[src/rtl/pipeline_ex_stage_mdu_pkg.sv]
`default_nettype none
// ============================================================================
// Package  : ex_pkg
// Purpose  : Shared encodings for the EX stage: M-extension op codes, MDU FSM
//            states, branch compare types, ALU function codes and default
//            widths.
// Revision : 1.0 - initial release
// ============================================================================
package ex_pkg;

  localparam int XLEN_DEF       = 64;
  localparam int RA_W_DEF       = 5;
  localparam int ALU_CTRL_W_DEF = 4;

  // M-extension ops (funct3 order)
  localparam logic [2:0] MD_MUL    = 3'd0;
  localparam logic [2:0] MD_MULH   = 3'd1;
  localparam logic [2:0] MD_MULHSU = 3'd2;
  localparam logic [2:0] MD_MULHU  = 3'd3;
  localparam logic [2:0] MD_DIV    = 3'd4;
  localparam logic [2:0] MD_DIVU   = 3'd5;
  localparam logic [2:0] MD_REM    = 3'd6;
  localparam logic [2:0] MD_REMU   = 3'd7;

  // Iterative MDU states
  typedef enum logic [1:0] {
    ST_IDLE = 2'd0,
    ST_BUSY = 2'd1,
    ST_DONE = 2'd2
  } md_state_e;

  // Branch compare types (funct3 order)
  localparam logic [2:0] BR_BEQ  = 3'b000;
  localparam logic [2:0] BR_BNE  = 3'b001;
  localparam logic [2:0] BR_BLT  = 3'b100;
  localparam logic [2:0] BR_BGE  = 3'b101;
  localparam logic [2:0] BR_BLTU = 3'b110;
  localparam logic [2:0] BR_BGEU = 3'b111;

  // ALU functions
  localparam logic [3:0] ALU_ADD   = 4'd0;
  localparam logic [3:0] ALU_SUB   = 4'd1;
  localparam logic [3:0] ALU_SLL   = 4'd2;
  localparam logic [3:0] ALU_SLT   = 4'd3;
  localparam logic [3:0] ALU_SLTU  = 4'd4;
  localparam logic [3:0] ALU_XOR   = 4'd5;
  localparam logic [3:0] ALU_SRL   = 4'd6;
  localparam logic [3:0] ALU_SRA   = 4'd7;
  localparam logic [3:0] ALU_OR    = 4'd8;
  localparam logic [3:0] ALU_AND   = 4'd9;
  localparam logic [3:0] ALU_COPYB = 4'd10;

endpackage : ex_pkg
`default_nettype wire

[src/rtl/pipeline_ex_stage_mdu_iter.sv]
`default_nettype none
// ============================================================================
// Module   : ex_mdu_iter
// Purpose  : Iterative RV M-extension unit. Shift-add multiplier and restoring
//            divider sharing one {hi,lo} register pair and one counter; one
//            bit per cycle, XLEN cycles in BUSY. Operates on magnitudes, the
//            sign is applied combinationally while in DONE.
// Ports    : clk, reset (async, active-low), abort (sync kill),
//            start (load operands, IDLE only), ack (result consumed, DONE->IDLE),
//            op/a/b operands, busy/done status, result (valid in DONE).
// Revision : 1.0 - initial release
// ============================================================================
module ex_mdu_iter
  import ex_pkg::*;
#(
  parameter int XLEN = XLEN_DEF
) (
  input  logic            clk,
  input  logic            reset,
  input  logic            abort,
  input  logic            start,
  input  logic            ack,
  input  logic [2:0]      op,
  input  logic [XLEN-1:0] a,
  input  logic [XLEN-1:0] b,
  output logic            busy,
  output logic            done,
  output logic [XLEN-1:0] result
);

  localparam int CNT_W = $clog2(XLEN);

  md_state_e        state_q, state_d;
  logic [CNT_W-1:0] cnt_q, cnt_d;
  logic [XLEN-1:0]  hi_q, hi_d;     // product high half / partial remainder
  logic [XLEN-1:0]  lo_q, lo_d;     // multiplier -> product low half / dividend -> quotient
  logic [XLEN-1:0]  opb_q, opb_d;   // multiplicand or divisor magnitude
  logic [XLEN-1:0]  dvd_q, dvd_d;   // original dividend, returned as remainder on /0
  logic [2:0]       op_q, op_d;
  logic             neg_q, neg_d;
  logic             bzero_q, bzero_d;

  logic             w_a_neg, w_b_neg;
  logic [XLEN-1:0]  w_a_mag, w_b_mag;
  logic [XLEN:0]    w_sum;
  logic [XLEN:0]    w_rsh;
  logic             w_ge;
  logic [2*XLEN-1:0] w_prod, w_prod_fix;

  // Operand sign handling at start
  always_comb begin
    w_a_neg = ((op == MD_MULH) || (op == MD_MULHSU) || (op == MD_DIV) || (op == MD_REM))
              && a[XLEN-1];
    w_b_neg = ((op == MD_MULH) || (op == MD_DIV) || (op == MD_REM)) && b[XLEN-1];
    w_a_mag = w_a_neg ? -a : a;
    w_b_mag = w_b_neg ? -b : b;
  end

  // One multiply step: conditional add into hi, then shift {carry,hi,lo} right
  assign w_sum = {1'b0, hi_q} + (lo_q[0] ? {1'b0, opb_q} : '0);
  // One divide step: shift next dividend bit into the partial remainder
  assign w_rsh = {hi_q, lo_q[XLEN-1]};
  assign w_ge  = (w_rsh >= {1'b0, opb_q});

  always_comb begin
    state_d = state_q;
    cnt_d   = cnt_q;
    hi_d    = hi_q;
    lo_d    = lo_q;
    opb_d   = opb_q;
    dvd_d   = dvd_q;
    op_d    = op_q;
    neg_d   = neg_q;
    bzero_d = bzero_q;
    case (state_q)
      ST_IDLE: begin
        if (start) begin
          state_d = ST_BUSY;
          cnt_d   = '0;
          hi_d    = '0;
          lo_d    = w_a_mag;
          opb_d   = w_b_mag;
          dvd_d   = a;
          op_d    = op;
          // remainder takes the dividend sign; everything else the xor
          neg_d   = (op == MD_REM) ? w_a_neg : (w_a_neg ^ w_b_neg);
          bzero_d = (b == '0);
        end
      end
      ST_BUSY: begin
        if (op_q[2]) begin
          // remainder < divisor always, so the XLEN-bit subtraction is exact
          hi_d = w_ge ? (w_rsh[XLEN-1:0] - opb_q) : w_rsh[XLEN-1:0];
          lo_d = {lo_q[XLEN-2:0], w_ge};
        end else begin
          hi_d = w_sum[XLEN:1];
          lo_d = {w_sum[0], lo_q[XLEN-1:1]};
        end
        cnt_d = cnt_q + 1'b1;
        if (cnt_q == CNT_W'(XLEN - 1)) begin
          state_d = ST_DONE;
        end
      end
      ST_DONE: begin
        if (ack) begin
          state_d = ST_IDLE;
        end
      end
      default: state_d = ST_IDLE;
    endcase
    if (abort) begin
      state_d = ST_IDLE;
    end
  end

  always_ff @(posedge clk or negedge reset) begin
    if (!reset) begin
      state_q <= ST_IDLE;
      cnt_q   <= '0;
      hi_q    <= '0;
      lo_q    <= '0;
      opb_q   <= '0;
      dvd_q   <= '0;
      op_q    <= '0;
      neg_q   <= 1'b0;
      bzero_q <= 1'b0;
    end else begin
      state_q <= state_d;
      cnt_q   <= cnt_d;
      hi_q    <= hi_d;
      lo_q    <= lo_d;
      opb_q   <= opb_d;
      dvd_q   <= dvd_d;
      op_q    <= op_d;
      neg_q   <= neg_d;
      bzero_q <= bzero_d;
    end
  end

  // Sign fix-up and divide-by-zero override. Signed overflow (min / -1)
  // needs no special case: |min|/1 = min and the two signs cancel.
  always_comb begin
    w_prod     = {hi_q, lo_q};
    w_prod_fix = neg_q ? -w_prod : w_prod;
    case (op_q)
      MD_MUL:                       result = w_prod_fix[XLEN-1:0];
      MD_MULH, MD_MULHSU, MD_MULHU: result = w_prod_fix[2*XLEN-1:XLEN];
      MD_DIV, MD_DIVU:              result = bzero_q ? '1 : (neg_q ? -lo_q : lo_q);
      default:                      result = bzero_q ? dvd_q : (neg_q ? -hi_q : hi_q);
    endcase
  end

  assign busy = (state_q == ST_BUSY);
  assign done = (state_q == ST_DONE);

endmodule : ex_mdu_iter
`default_nettype wire

[src/rtl/pipeline_ex_stage_mdu.sv]
`default_nettype none
// ============================================================================
// Module   : pipeline_ex_stage_mdu
// Purpose  : EX stage of the 5-stage RISC-V pipeline with valid/ready on both
//            sides, flush, ALU, branch unit and iterative M-extension unit.
//            All results and sideband fields land in the EX/MEM register.
// Ports    : clk, reset (async, active-low), flush
//            ID/EX side : in_valid, in_ready, operands, decode controls,
//                         sideband (rd_in, rf_wr_*_in, dm_*_ctrl_in)
//            EX/MEM side: out_valid, out_ready, result, branch_taken,
//                         branch_target, registered sideband copies
//            md_busy    : MDU iterating
// Revision : 1.0 - initial release
// ============================================================================
module pipeline_ex_stage_mdu
  import ex_pkg::*;
#(
  parameter int XLEN       = XLEN_DEF,
  parameter int RA_W       = RA_W_DEF,
  parameter int ALU_CTRL_W = ALU_CTRL_W_DEF
) (
  input  logic                  clk,
  input  logic                  reset,
  input  logic                  flush,
  input  logic                  in_valid,
  output logic                  in_ready,
  input  logic [XLEN-1:0]       rs1_data,
  input  logic [XLEN-1:0]       rs2_data,
  input  logic [XLEN-1:0]       imm,
  input  logic [XLEN-1:0]       pc_in,
  input  logic [RA_W-1:0]       rd_in,
  input  logic [ALU_CTRL_W-1:0] alu_ctrl,
  input  logic                  alu_a_sel,
  input  logic                  alu_b_sel,
  input  logic                  md_en,
  input  logic [2:0]            md_op,
  input  logic                  is_branch,
  input  logic                  do_jump,
  input  logic                  is_jalr,
  input  logic [2:0]            br_type,
  input  logic                  rf_wr_en_in,
  input  logic [1:0]            rf_wr_sel_in,
  input  logic [2:0]            dm_rd_ctrl_in,
  input  logic [2:0]            dm_wr_ctrl_in,
  output logic                  out_valid,
  input  logic                  out_ready,
  output logic [XLEN-1:0]       result,
  output logic                  branch_taken,
  output logic [XLEN-1:0]       branch_target,
  output logic [XLEN-1:0]       pc_out,
  output logic [RA_W-1:0]       rd_out,
  output logic [XLEN-1:0]       rs2_out,
  output logic                  rf_wr_en,
  output logic [1:0]            rf_wr_sel,
  output logic [2:0]            dm_rd_ctrl,
  output logic [2:0]            dm_wr_ctrl,
  output logic                  md_busy
);

  localparam int SH_W = $clog2(XLEN);

  // EX/MEM register
  logic            out_valid_q, out_valid_d;
  logic [XLEN-1:0] result_q, result_d;
  logic            br_taken_q, br_taken_d;
  logic [XLEN-1:0] br_target_q, br_target_d;
  logic [XLEN-1:0] pc_q, pc_d;
  logic [RA_W-1:0] rd_q, rd_d;
  logic [XLEN-1:0] rs2_q, rs2_d;
  logic            rf_wr_en_q, rf_wr_en_d;
  logic [1:0]      rf_wr_sel_q, rf_wr_sel_d;
  logic [2:0]      dm_rd_q, dm_rd_d;
  logic [2:0]      dm_wr_q, dm_wr_d;

  // Sideband of the M-op in flight; ID/EX is free to move on after accept
  logic [XLEN-1:0] md_pc_q, md_pc_d;
  logic [RA_W-1:0] md_rd_q, md_rd_d;
  logic [XLEN-1:0] md_rs2_q, md_rs2_d;
  logic            md_rf_wr_en_q, md_rf_wr_en_d;
  logic [1:0]      md_rf_wr_sel_q, md_rf_wr_sel_d;
  logic [2:0]      md_dm_rd_q, md_dm_rd_d;
  logic [2:0]      md_dm_wr_q, md_dm_wr_d;

  logic [XLEN-1:0] w_alu_a, w_alu_b, w_alu_res;
  logic [SH_W-1:0] w_shamt;
  logic            w_br_e, w_taken;
  logic [XLEN-1:0] w_target;
  logic            w_accept, w_load_alu, w_load_md;
  logic            w_mdu_busy, w_mdu_done;
  logic [XLEN-1:0] w_mdu_result;

  // ALU
  always_comb begin
    w_alu_a   = alu_a_sel ? rs1_data : pc_in;
    w_alu_b   = alu_b_sel ? imm : rs2_data;
    w_shamt   = w_alu_b[SH_W-1:0];
    w_alu_res = '0;
    case (alu_ctrl)
      ALU_CTRL_W'(ALU_ADD):   w_alu_res = w_alu_a + w_alu_b;
      ALU_CTRL_W'(ALU_SUB):   w_alu_res = w_alu_a - w_alu_b;
      ALU_CTRL_W'(ALU_SLL):   w_alu_res = w_alu_a << w_shamt;
      ALU_CTRL_W'(ALU_SLT):   w_alu_res[0] = ($signed(w_alu_a) < $signed(w_alu_b));
      ALU_CTRL_W'(ALU_SLTU):  w_alu_res[0] = (w_alu_a < w_alu_b);
      ALU_CTRL_W'(ALU_XOR):   w_alu_res = w_alu_a ^ w_alu_b;
      ALU_CTRL_W'(ALU_SRL):   w_alu_res = w_alu_a >> w_shamt;
      ALU_CTRL_W'(ALU_SRA):   w_alu_res = $signed(w_alu_a) >>> w_shamt;
      ALU_CTRL_W'(ALU_OR):    w_alu_res = w_alu_a | w_alu_b;
      ALU_CTRL_W'(ALU_AND):   w_alu_res = w_alu_a & w_alu_b;
      ALU_CTRL_W'(ALU_COPYB): w_alu_res = w_alu_b;
      default:                w_alu_res = '0;
    endcase
  end

  // Branch unit
  always_comb begin
    case (br_type)
      BR_BEQ:  w_br_e = (rs1_data == rs2_data);
      BR_BNE:  w_br_e = (rs1_data != rs2_data);
      BR_BLT:  w_br_e = ($signed(rs1_data) <  $signed(rs2_data));
      BR_BGE:  w_br_e = ($signed(rs1_data) >= $signed(rs2_data));
      BR_BLTU: w_br_e = (rs1_data <  rs2_data);
      BR_BGEU: w_br_e = (rs1_data >= rs2_data);
      default: w_br_e = 1'b0;
    endcase
    w_taken  = is_branch && (do_jump || w_br_e);
    w_target = is_jalr ? ((rs1_data + imm) & ~XLEN'(1)) : (pc_in + imm);
  end

  // Handshake. The MDU being out of IDLE is what blocks ID.
  assign in_ready   = !w_mdu_busy && !w_mdu_done && !flush && (!out_valid_q || out_ready);
  assign w_accept   = in_valid && in_ready;
  assign w_load_alu = w_accept && !md_en;
  assign w_load_md  = w_mdu_done && !flush && (!out_valid_q || out_ready);

  ex_mdu_iter #(
    .XLEN (XLEN)
  ) u_mdu (
    .clk    (clk),
    .reset  (reset),
    .abort  (flush),
    .start  (w_accept && md_en),
    .ack    (w_load_md),
    .op     (md_op),
    .a      (rs1_data),
    .b      (rs2_data),
    .busy   (w_mdu_busy),
    .done   (w_mdu_done),
    .result (w_mdu_result)
  );

  always_comb begin
    out_valid_d    = out_valid_q;
    result_d       = result_q;
    br_taken_d     = br_taken_q;
    br_target_d    = br_target_q;
    pc_d           = pc_q;
    rd_d           = rd_q;
    rs2_d          = rs2_q;
    rf_wr_en_d     = rf_wr_en_q;
    rf_wr_sel_d    = rf_wr_sel_q;
    dm_rd_d        = dm_rd_q;
    dm_wr_d        = dm_wr_q;
    md_pc_d        = md_pc_q;
    md_rd_d        = md_rd_q;
    md_rs2_d       = md_rs2_q;
    md_rf_wr_en_d  = md_rf_wr_en_q;
    md_rf_wr_sel_d = md_rf_wr_sel_q;
    md_dm_rd_d     = md_dm_rd_q;
    md_dm_wr_d     = md_dm_wr_q;

    if (w_accept && md_en) begin
      md_pc_d        = pc_in;
      md_rd_d        = rd_in;
      md_rs2_d       = rs2_data;
      md_rf_wr_en_d  = rf_wr_en_in;
      md_rf_wr_sel_d = rf_wr_sel_in;
      md_dm_rd_d     = dm_rd_ctrl_in;
      md_dm_wr_d     = dm_wr_ctrl_in;
    end

    // Loads are already gated by !flush; flush only needs to drop valid.
    if (flush) begin
      out_valid_d = 1'b0;
    end else if (w_load_alu) begin
      out_valid_d = 1'b1;
      result_d    = w_alu_res;
      br_taken_d  = w_taken;
      br_target_d = w_taken ? w_target : '0;
      pc_d        = pc_in;
      rd_d        = rd_in;
      rs2_d       = rs2_data;
      rf_wr_en_d  = rf_wr_en_in;
      rf_wr_sel_d = rf_wr_sel_in;
      dm_rd_d     = dm_rd_ctrl_in;
      dm_wr_d     = dm_wr_ctrl_in;
    end else if (w_load_md) begin
      out_valid_d = 1'b1;
      result_d    = w_mdu_result;
      br_taken_d  = 1'b0;
      br_target_d = '0;
      pc_d        = md_pc_q;
      rd_d        = md_rd_q;
      rs2_d       = md_rs2_q;
      rf_wr_en_d  = md_rf_wr_en_q;
      rf_wr_sel_d = md_rf_wr_sel_q;
      dm_rd_d     = md_dm_rd_q;
      dm_wr_d     = md_dm_wr_q;
    end else if (out_ready) begin
      out_valid_d = 1'b0;
    end
  end

  always_ff @(posedge clk or negedge reset) begin
    if (!reset) begin
      out_valid_q    <= 1'b0;
      result_q       <= '0;
      br_taken_q     <= 1'b0;
      br_target_q    <= '0;
      pc_q           <= '0;
      rd_q           <= '0;
      rs2_q          <= '0;
      rf_wr_en_q     <= 1'b0;
      rf_wr_sel_q    <= '0;
      dm_rd_q        <= '0;
      dm_wr_q        <= '0;
      md_pc_q        <= '0;
      md_rd_q        <= '0;
      md_rs2_q       <= '0;
      md_rf_wr_en_q  <= 1'b0;
      md_rf_wr_sel_q <= '0;
      md_dm_rd_q     <= '0;
      md_dm_wr_q     <= '0;
    end else begin
      out_valid_q    <= out_valid_d;
      result_q       <= result_d;
      br_taken_q     <= br_taken_d;
      br_target_q    <= br_target_d;
      pc_q           <= pc_d;
      rd_q           <= rd_d;
      rs2_q          <= rs2_d;
      rf_wr_en_q     <= rf_wr_en_d;
      rf_wr_sel_q    <= rf_wr_sel_d;
      dm_rd_q        <= dm_rd_d;
      dm_wr_q        <= dm_wr_d;
      md_pc_q        <= md_pc_d;
      md_rd_q        <= md_rd_d;
      md_rs2_q       <= md_rs2_d;
      md_rf_wr_en_q  <= md_rf_wr_en_d;
      md_rf_wr_sel_q <= md_rf_wr_sel_d;
      md_dm_rd_q     <= md_dm_rd_d;
      md_dm_wr_q     <= md_dm_wr_d;
    end
  end

  assign out_valid     = out_valid_q;
  assign result        = result_q;
  assign branch_taken  = br_taken_q;
  assign branch_target = br_target_q;
  assign pc_out        = pc_q;
  assign rd_out        = rd_q;
  assign rs2_out       = rs2_q;
  assign rf_wr_en      = rf_wr_en_q;
  assign rf_wr_sel     = rf_wr_sel_q;
  assign dm_rd_ctrl    = dm_rd_q;
  assign dm_wr_ctrl    = dm_wr_q;
  assign md_busy       = w_mdu_busy;

endmodule : pipeline_ex_stage_mdu
`default_nettype wire

[config.mk]
export PLATFORM = sky130hd
export DESIGN_NAME = pipeline_ex_stage_mdu
export DESIGN_NICKNAME = d
export VERILOG_FILES = /design/src/rtl/pipeline_ex_stage_mdu_pkg.sv /design/src/rtl/pipeline_ex_stage_mdu_iter.sv /design/src/rtl/pipeline_ex_stage_mdu.sv
export SDC_FILE = /design/constraint.sdc
export NUM_CORES = 2
export LEC_CHECK = 0
export CAP_MARGIN = 20
export CORE_MARGIN = 5
export CORE_UTILIZATION = 30
export CTS_CLUSTER_SIZE = 30
export DETAILED_ROUTE_END_ITERATION = 16
export MAX_ROUTING_LAYER = met4
export PLACE_DENSITY = 0.56
export SETUP_SLACK_MARGIN = 0.02
export SYNTH_ARGS = -nofsm -noshare
export SYNTH_HDL_FRONTEND = slang
export SYNTH_HIERARCHICAL = 1
export SYNTH_SLANG_ARGS = --single-unit
[constraint.sdc]
create_clock -name clk -period 6.2 [get_ports clk]
set_input_delay 1.24 -clock clk [delete_from_list [all_inputs] [get_ports clk]]
set_output_delay 1.24 -clock clk [all_outputs]
set_load 0.02 [all_outputs]
======== Word-level counts from Yosys, hierarchy flattened ========
Cells that the tools add are included.
cells by class
  mux-type cells .......................... 55
  add/sub/neg operators ................... 12
  bitwise logic cells ..................... 5
  shifts and indexed selects .............. 3
  order comparisons ....................... 7
  equality and inequality tests ........... 33
  reduce and logical (&&, ||, !) cells .... 37
operators by type and width
  kind                  number
  $mux W64              24
  $pmux W63 S9          1
  $lt A64 B64 Y1        4
  $neg A64 Y64          4
  $pmux W64 S2          2
  $add A64 B64 Y64      3
  $pmux W64 S3          1
  $ge A64 B64 Y1        2
  $mux W128             1
  $neg A128 Y128        1
  $sub A64 B64 Y64      2
  $add A64 B65 Y65      1
  $ge A65 B64 Y1        1
  $and A64 B64 Y64      1
  $eq A64 B64 Y1        1
  $logic_not A64 Y1     1
  $ne A64 B64 Y1        1
  $or A64 B64 Y64       1
  $shl A64 B6 Y64       1
  $shr A64 B6 Y64       1
  $sshr A64 B6 Y64      1
  $xor A64 B64 Y64      1
  $eq A3 B3 Y1 const B  8
  $eq A4 B3 Y1 const B  4
  34 further kinds      84
word-level totals
  output and inout bits ................... 274
  register bits ........................... 683
  input bits .............................. 291

======== Logic depth before layout (Yosys ltp) ========
  depth after elaboration ................. 10
  gate-level depth with buffers ........... 23
  depth with buffers taken out ............ 19

======== Hierarchy ========
Netlist, hierarchy kept.
by module, submodules not included
  module                 area an instance (µm²)  instances  cells an instance  sequential area each (µm²)
  pipeline_ex_stage_mdu  47,108.9                1          6,562              10,359.9
  ex_mdu_iter            28,845.2                1          4,020              6,731.5

======== Worst setup path after synthesis ========
Ideal clock, no wire load.
  path type ............................... input -> register
  from .................................... input port alu_b_sel
  to ...................................... register result_q[59], in the netlist result[59]
  stages .................................. 22
  library setup time ...................... 126 ps
  path slack .............................. 269 ps
  arrival ................................. 5,805 ps
  path through ............................ buf_4 -> buf_2 -> buf_2 -> buf_1 -> clkbuf_1 -> clkbuf_1 -> nand2_1 -> o21ai_0 -> inv_1 -> ha_1 -> buf_2 -> inv_1 -> nor4_1 -> a31oi_1 -> o21ai_1 -> a21oi_1 -> o21a_1 -> o31a_1 -> o31ai_1 -> a211o_1 -> o2111ai_1 -> a221o_1
between the ends
  word-level cells in the longest chain between the ends .. 4
  elaborated cells on any way between the ends .. 11
  those cells by class .................... add/sub (2); shift (3); mux (3); bitwise (3)
ends and longest elaborated chain
  what                                      RTL line                      RTL
  start: declaration                        pipeline_ex_stage_mdu.sv:34   input logic alu_b_sel,
  $mux W64 (*)                              pipeline_ex_stage_mdu.sv:95   w_alu_b = alu_b_sel ? imm : rs2_data;
  $sub A64 B64 Y64 (tied with other cells)  pipeline_ex_stage_mdu.sv:100  ALU_CTRL_W'(ALU_SUB): w_alu_res = w_alu_a - w_alu_b;
  $pmux W63 S9 (*)                          pipeline_ex_stage_mdu.sv:98   case (alu_ctrl)
  $mux W64 (*)                              pipeline_ex_stage_mdu.sv:184  end else if (w_load_alu) begin
  end signal: assignment                    pipeline_ex_stage_mdu.sv:235  result_q <= result_d;
  end: declaration                          pipeline_ex_stage_mdu.sv:64   logic [XLEN-1:0] result_q, result_d;
Mark *: on every way between the ends. The rest lies on a longest branch, timed or not.
A chain may end at the register's enable or synchronous reset.

======== Worst setup path after layout ========
  from .................................... register u_mdu.hi_q[36]
  to ...................................... register result_q[53], in the netlist result[53]
between the ends
  word-level cells in the longest chain between the ends .. 6
  elaborated cells on any way between the ends .. 8
  those cells by class .................... add/sub (2); mux (6)
ends and longest elaborated chain
  what                      RTL line                           RTL
  start: declaration        pipeline_ex_stage_mdu_iter.sv:35   logic [XLEN-1:0] hi_q, hi_d;
  start signal: assignment  pipeline_ex_stage_mdu_iter.sv:130  hi_q <= hi_d;
  $neg A64 Y64              pipeline_ex_stage_mdu_iter.sv:149  default: result = bzero_q ? dvd_q : (neg_q ? -hi_q : hi_q);
  $mux W64 (2 in series)    pipeline_ex_stage_mdu_iter.sv:149
  $pmux W64 S3 (*)          pipeline_ex_stage_mdu_iter.sv:145  case (op_q)
  net w_mdu_result[53]      pipeline_ex_stage_mdu.sv:90        logic [XLEN-1:0] w_mdu_result;
  $mux W64 (*)              pipeline_ex_stage_mdu.sv:196       end else if (w_load_md) begin
  $mux W64 (*)              pipeline_ex_stage_mdu.sv:184
The timed path passes the listed nets; every way through them passes the cells marked *. The select of a mux whose other input is x is not followed.

==> out/qor.csv <==
stage,metric,value,unit
run_status,outcome,finished clean,
pwr,ir_drop,0.308,mV
logic_synthesis,syn_area_per_cell,7.18,sq um
logic_synthesis,synthXorXnorAreaFrac,6.42,%
clocking,cts_resized,0,
logic_synthesis,synth_area,76000,sq um
floorplan,start_util,30.2,%
hold_path,worstHoldPathType,register to register,
drt,drcViolationCount,0,
logic_synthesis,ys.flop_type,dfrtp_1,
worst_setup_path,cp_num_buf_inv,4,
placement,dp_hpwl,448000,microns
placement,place.gp.congestion,1.08,
clocking,cts_hold_buf,0,
finish,layout-drive-gt1-share,16.3,%
logic_synthesis,yosysWarnings,6,
clocking,path_clk_slew,0.06,ns
timing,fin_crit,6.03,ns
finish,area_growth,31.6,%
finish,fin_cells,15600,
timing,report.final.hold_viol_count,0,
floorplan,die_area,263000,sq um
floorplan,fp-row-count,184,
timing,finalCritPeriodShare,97.2,%
logic_synthesis,synth_top_cells_by_area,"dfrtp_1, nand2_1, ha_1, o21ai_0, a21oi_1",
worst_setup_path,critical_path_required,6.86,ns
logic_synthesis,synth_top_area_share,22.5,%
finish,design_area,100000,sq um
floorplan,core-area,252000,sq um
logic_synthesis,synth_area_leader_cell,dfrtp_1,
logic_synthesis,synth_seq_cells,683,
logic_synthesis,synth_top_family_by_area,compound AO/OA/AOI/OAI gates,
logic_synthesis,ys_seq_area_share,22.5,%
finish,nets,12900,
clocking,cts_made_buffers,96,
worst_setup_path,r2r-start,u_mdu/hi_q[36],
clocking,cts_tree,built,
drt,drt-initial-drc-count,13100,
logic_synthesis,async_flop_share,100,%
worst_setup_path,r2r_setup_slack,0.17,ns
hold_path,hold_start,md_rf_wr_sel_q[0],
logic_synthesis,synth-simple-area-share,21.3,%
drt,ant_nets,0,
timing,worst_slack,0.172,ns
job,max-cap-violations,0,
drt,viasPerCell,6.08,
drt,routed_wl,543000,microns
global_route,antenna_found_initial,74,
global_route,grt_pass1_wl,735000,microns
worst_setup_path,start_kind,register,
drt,wl_per_cell,34.7,microns
timing,rsz0062_at_grt,no,
global_route,grt_pass1_vias,89500,
worst_setup_path,crit_path_start,u_mdu/hi_q[36],
worst_setup_path,critical-path-max-stage-delay,0.63,ns
floorplan,die_h,513,microns
logic_synthesis,synth_compound_area_share,29.2,%
logic_synthesis,synth_mux_area_share,5.95,%
pwr,pwr-share-seq,20.2,%
worst_setup_path,worstPathMaxFanout,3,
logic_synthesis,synth-edff-count,0,
pwr,power_switching,17.8,mW
pwr,swShare,50.9,%
timing,tns,0,ns
clocking,clkSinkCount,683,
clocking,htreeDepth,3,
logic_synthesis,synth_nets,11400,
pwr,p_per_area,350,nW/um^2
placement,place_area,96300,sq um
worst_setup_path,crit_arrival,6.69,ns
clocking,postCtsSetupRepairBufs,0,
timing,finalSetupViolCount,0,
timing,hold_ws,0.473,ns
logic_synthesis,synth_fa_ha_area_share,8.64,%
worst_setup_path,path_cells,"nor3_1, nand3b_1, nor4_1, nand2_1, or4_1, o21a_1, xnor2_1, o21ai_0, o211ai_1, o221ai_1, buf_4, o21ai_0, buf_4, nand4_1, a31oi_1, buf_4, o31ai_1, a221oi_1, buf_4, o21ai_0, o221a_2",
drt,drt_first_pass_iters,6,
clocking,cts-root-buf,clkbuf_16,
worst_setup_path,endpoint_kind,register,
finish,final_util,39.7,%
clocking,insertion_delay,0.79,ns
pwr,p_comb_share,61.7,%
clocking,clockBufferDepth,3,
placement,dp.cells,15400,
pwr,power,35.0,mW
global_route,grt.overflow.total,0,
pwr,total_leakage_power,45.0,nW
drt,dr_total_vias,95000,
timing,worst_pin_slew,1.18,ns
floorplan,die_x,513,microns
finish,fillCellCount,26400,
global_route,grt_usage,40.4,%
timing,drv_slew,0,
floorplan,io_pins,565,
timing,worst_slew_margin_rel,21.4,%
worst_setup_path,path_class,register to register,
worst_setup_path,cpMaxStageDelayCell,nor4_1,
timing,fmax,166,MHz
placement,io_buffer_count,564,
logic_synthesis,synth_cell_types,108,
pwr,intPower,17.2,mW
timing,finClkSkew,0.0575,ns
placement,dpl_worst_slack,-0.347,ns
global_route,grt_max_degree,166,
pwr,pwr-share-clk,18.1,%
worst_setup_path,cpMostUsedCell,buf_4,
logic_synthesis,synth_cells,10600,
worst_setup_path,path_delay_family,simple AND/OR/NAND/NOR gates,
-- cells by family (layout without fill, tap and decap cells) --
| logic type | after synthesis | count (layout) |
|---|---|---|
| mux | 432 | 432 |
| simple gates | 3740 | 3740 |
| buf+inv | 1158 | 2786 |
| compound gates | 3491 | 3491 |
| xor+xnor | 557 | 557 |
| other cells | 0 | 69 |
| flops | 683 | 683 |
| fa+ha+maj | 521 | 521 |
-- final cells by class --
| type | instances | area (sq um) | area share, % |
|---|---|---|---|
| Tap cell | 3348 | 4190 | 4.19 |
| Inverter | 413 | 1560 | 1.56 |
| Antenna cell | 69 | 173 | 0.173 |
| Multi-Input combinational cell | 8741 | 54600 | 54.6 |
| Clock buffer | 126 | 2670 | 2.67 |
| Timing Repair Buffer | 2197 | 18900 | 18.9 |
| Clock inverter | 50 | 843 | 0.844 |
| Sequential cell | 683 | 17100 | 17.1 |
-- per-layer routing --
layer  up-vias  global-route usage, %  routed length (microns)
li1      41300                      -                        -
met1     47000                   52.3                   226000
met2      5721                   57.4                   223000
met3      1051                   10.0                    56300
met4         0                   22.6                    37200
met5         -                      -                        0
-- tightest hold or removal path: stages (launching register included) --
cell and delay (ns):
dfrtp_1 0.34, nand2_1 0.05, nand2_1 0.05
-- final timing paths --
path / cells past startpoint / endpoint
worst max register to register: 21 / result[53]
min in group asynchronous: 1 / result[60]
worst max-delay path: 21 / result[53]
worst min-delay path: 2 / md_rf_wr_sel_q[0]
max in group asynchronous: 2 / md_pc_q[40]
worst min register to register: 2 / md_rf_wr_sel_q[0]
-- layout by cell type, fill, tap and decap left out, types with 77 or more instances in the layout --
cell type / Yosys / final
xor2_1: 269 / 269
xnor2_1: 288 / 288
nand2_1: 1864 / 1858
inv_1: 400 / 397
o211ai_1: 141 / 141
o21ai_0: 962 / 952
clkdlybuf4s50_1: 0 / 560
a211oi_1: 95 / 95
a31oi_1: 275 / 275
ha_1: 515 / 515
nor3_1: 168 / 167
clkbuf_16: 0 / 96
nand3_1: 153 / 152
buf_4: 7 / 1560
dfrtp_1: 683 / 680
a22oi_1: 77 / 77
o21bai_1: 95 / 95
nor2_1: 948 / 938
mux2i_1: 377 / 374
a21oi_1: 837 / 837
nand4_1: 124 / 124
a21o_1: 174 / 174
a221oi_1: 92 / 91
o31ai_1: 107 / 107
-- flip-flops by register name, indices dropped and copies added, names as in the netlist, 2 cells and up --
signal	flops
branch_target	64
dm_rd_ctrl	3
dm_wr_ctrl	3
md_dm_rd_q	3
md_dm_wr_q	3
md_pc_q	64
md_rd_q	5
md_rf_wr_sel_q	2
md_rs2_q	64
pc_out	64
rd_out	5
result	64
rf_wr_sel	2
rs2_out	64
u_mdu/cnt_q	6
u_mdu/dvd_q	64
u_mdu/hi_q	64
u_mdu/lo_q	64
u_mdu/op_q	3
u_mdu/opb_q	64
u_mdu/state_q	2
-- cell usage after synthesis, types with 59 or more instances --
cell and number:
ha_1 515, buf_1 68, mux2i_1 377, a31oi_1 275, o22ai_1 76, xnor2_1 288
a211oi_1 95, dfrtp_1 683, a221oi_1 92, clkbuf_1 591, a22oi_1 77, o211ai_1 141
nor3_1 168, nand3_1 153, nor4_1 77, o21ai_0 962, inv_1 400, or3_1 69
nor2_1 948, buf_2 67, a21o_1 174, nand2_1 1864, o221ai_1 75, o31ai_1 107
nand2b_1 67, xor2_1 269, nand4_1 124, a22o_1 59, o21bai_1 95, a21oi_1 837
-- power groups by stage --
stage	registers, mW	clock network [mW]	logic (mW)
2_1_floorplan	6.91	0	11.0
3_3_place_gp	7.02	0	20.9
3_5_place_dp	7.04	0	20.9
4_1_cts	6.99	6.41	21.0
5_1_grt	7.14	6.57	22.7
6_report	7.06	6.35	21.6
(Power assumes the default switching activity.)
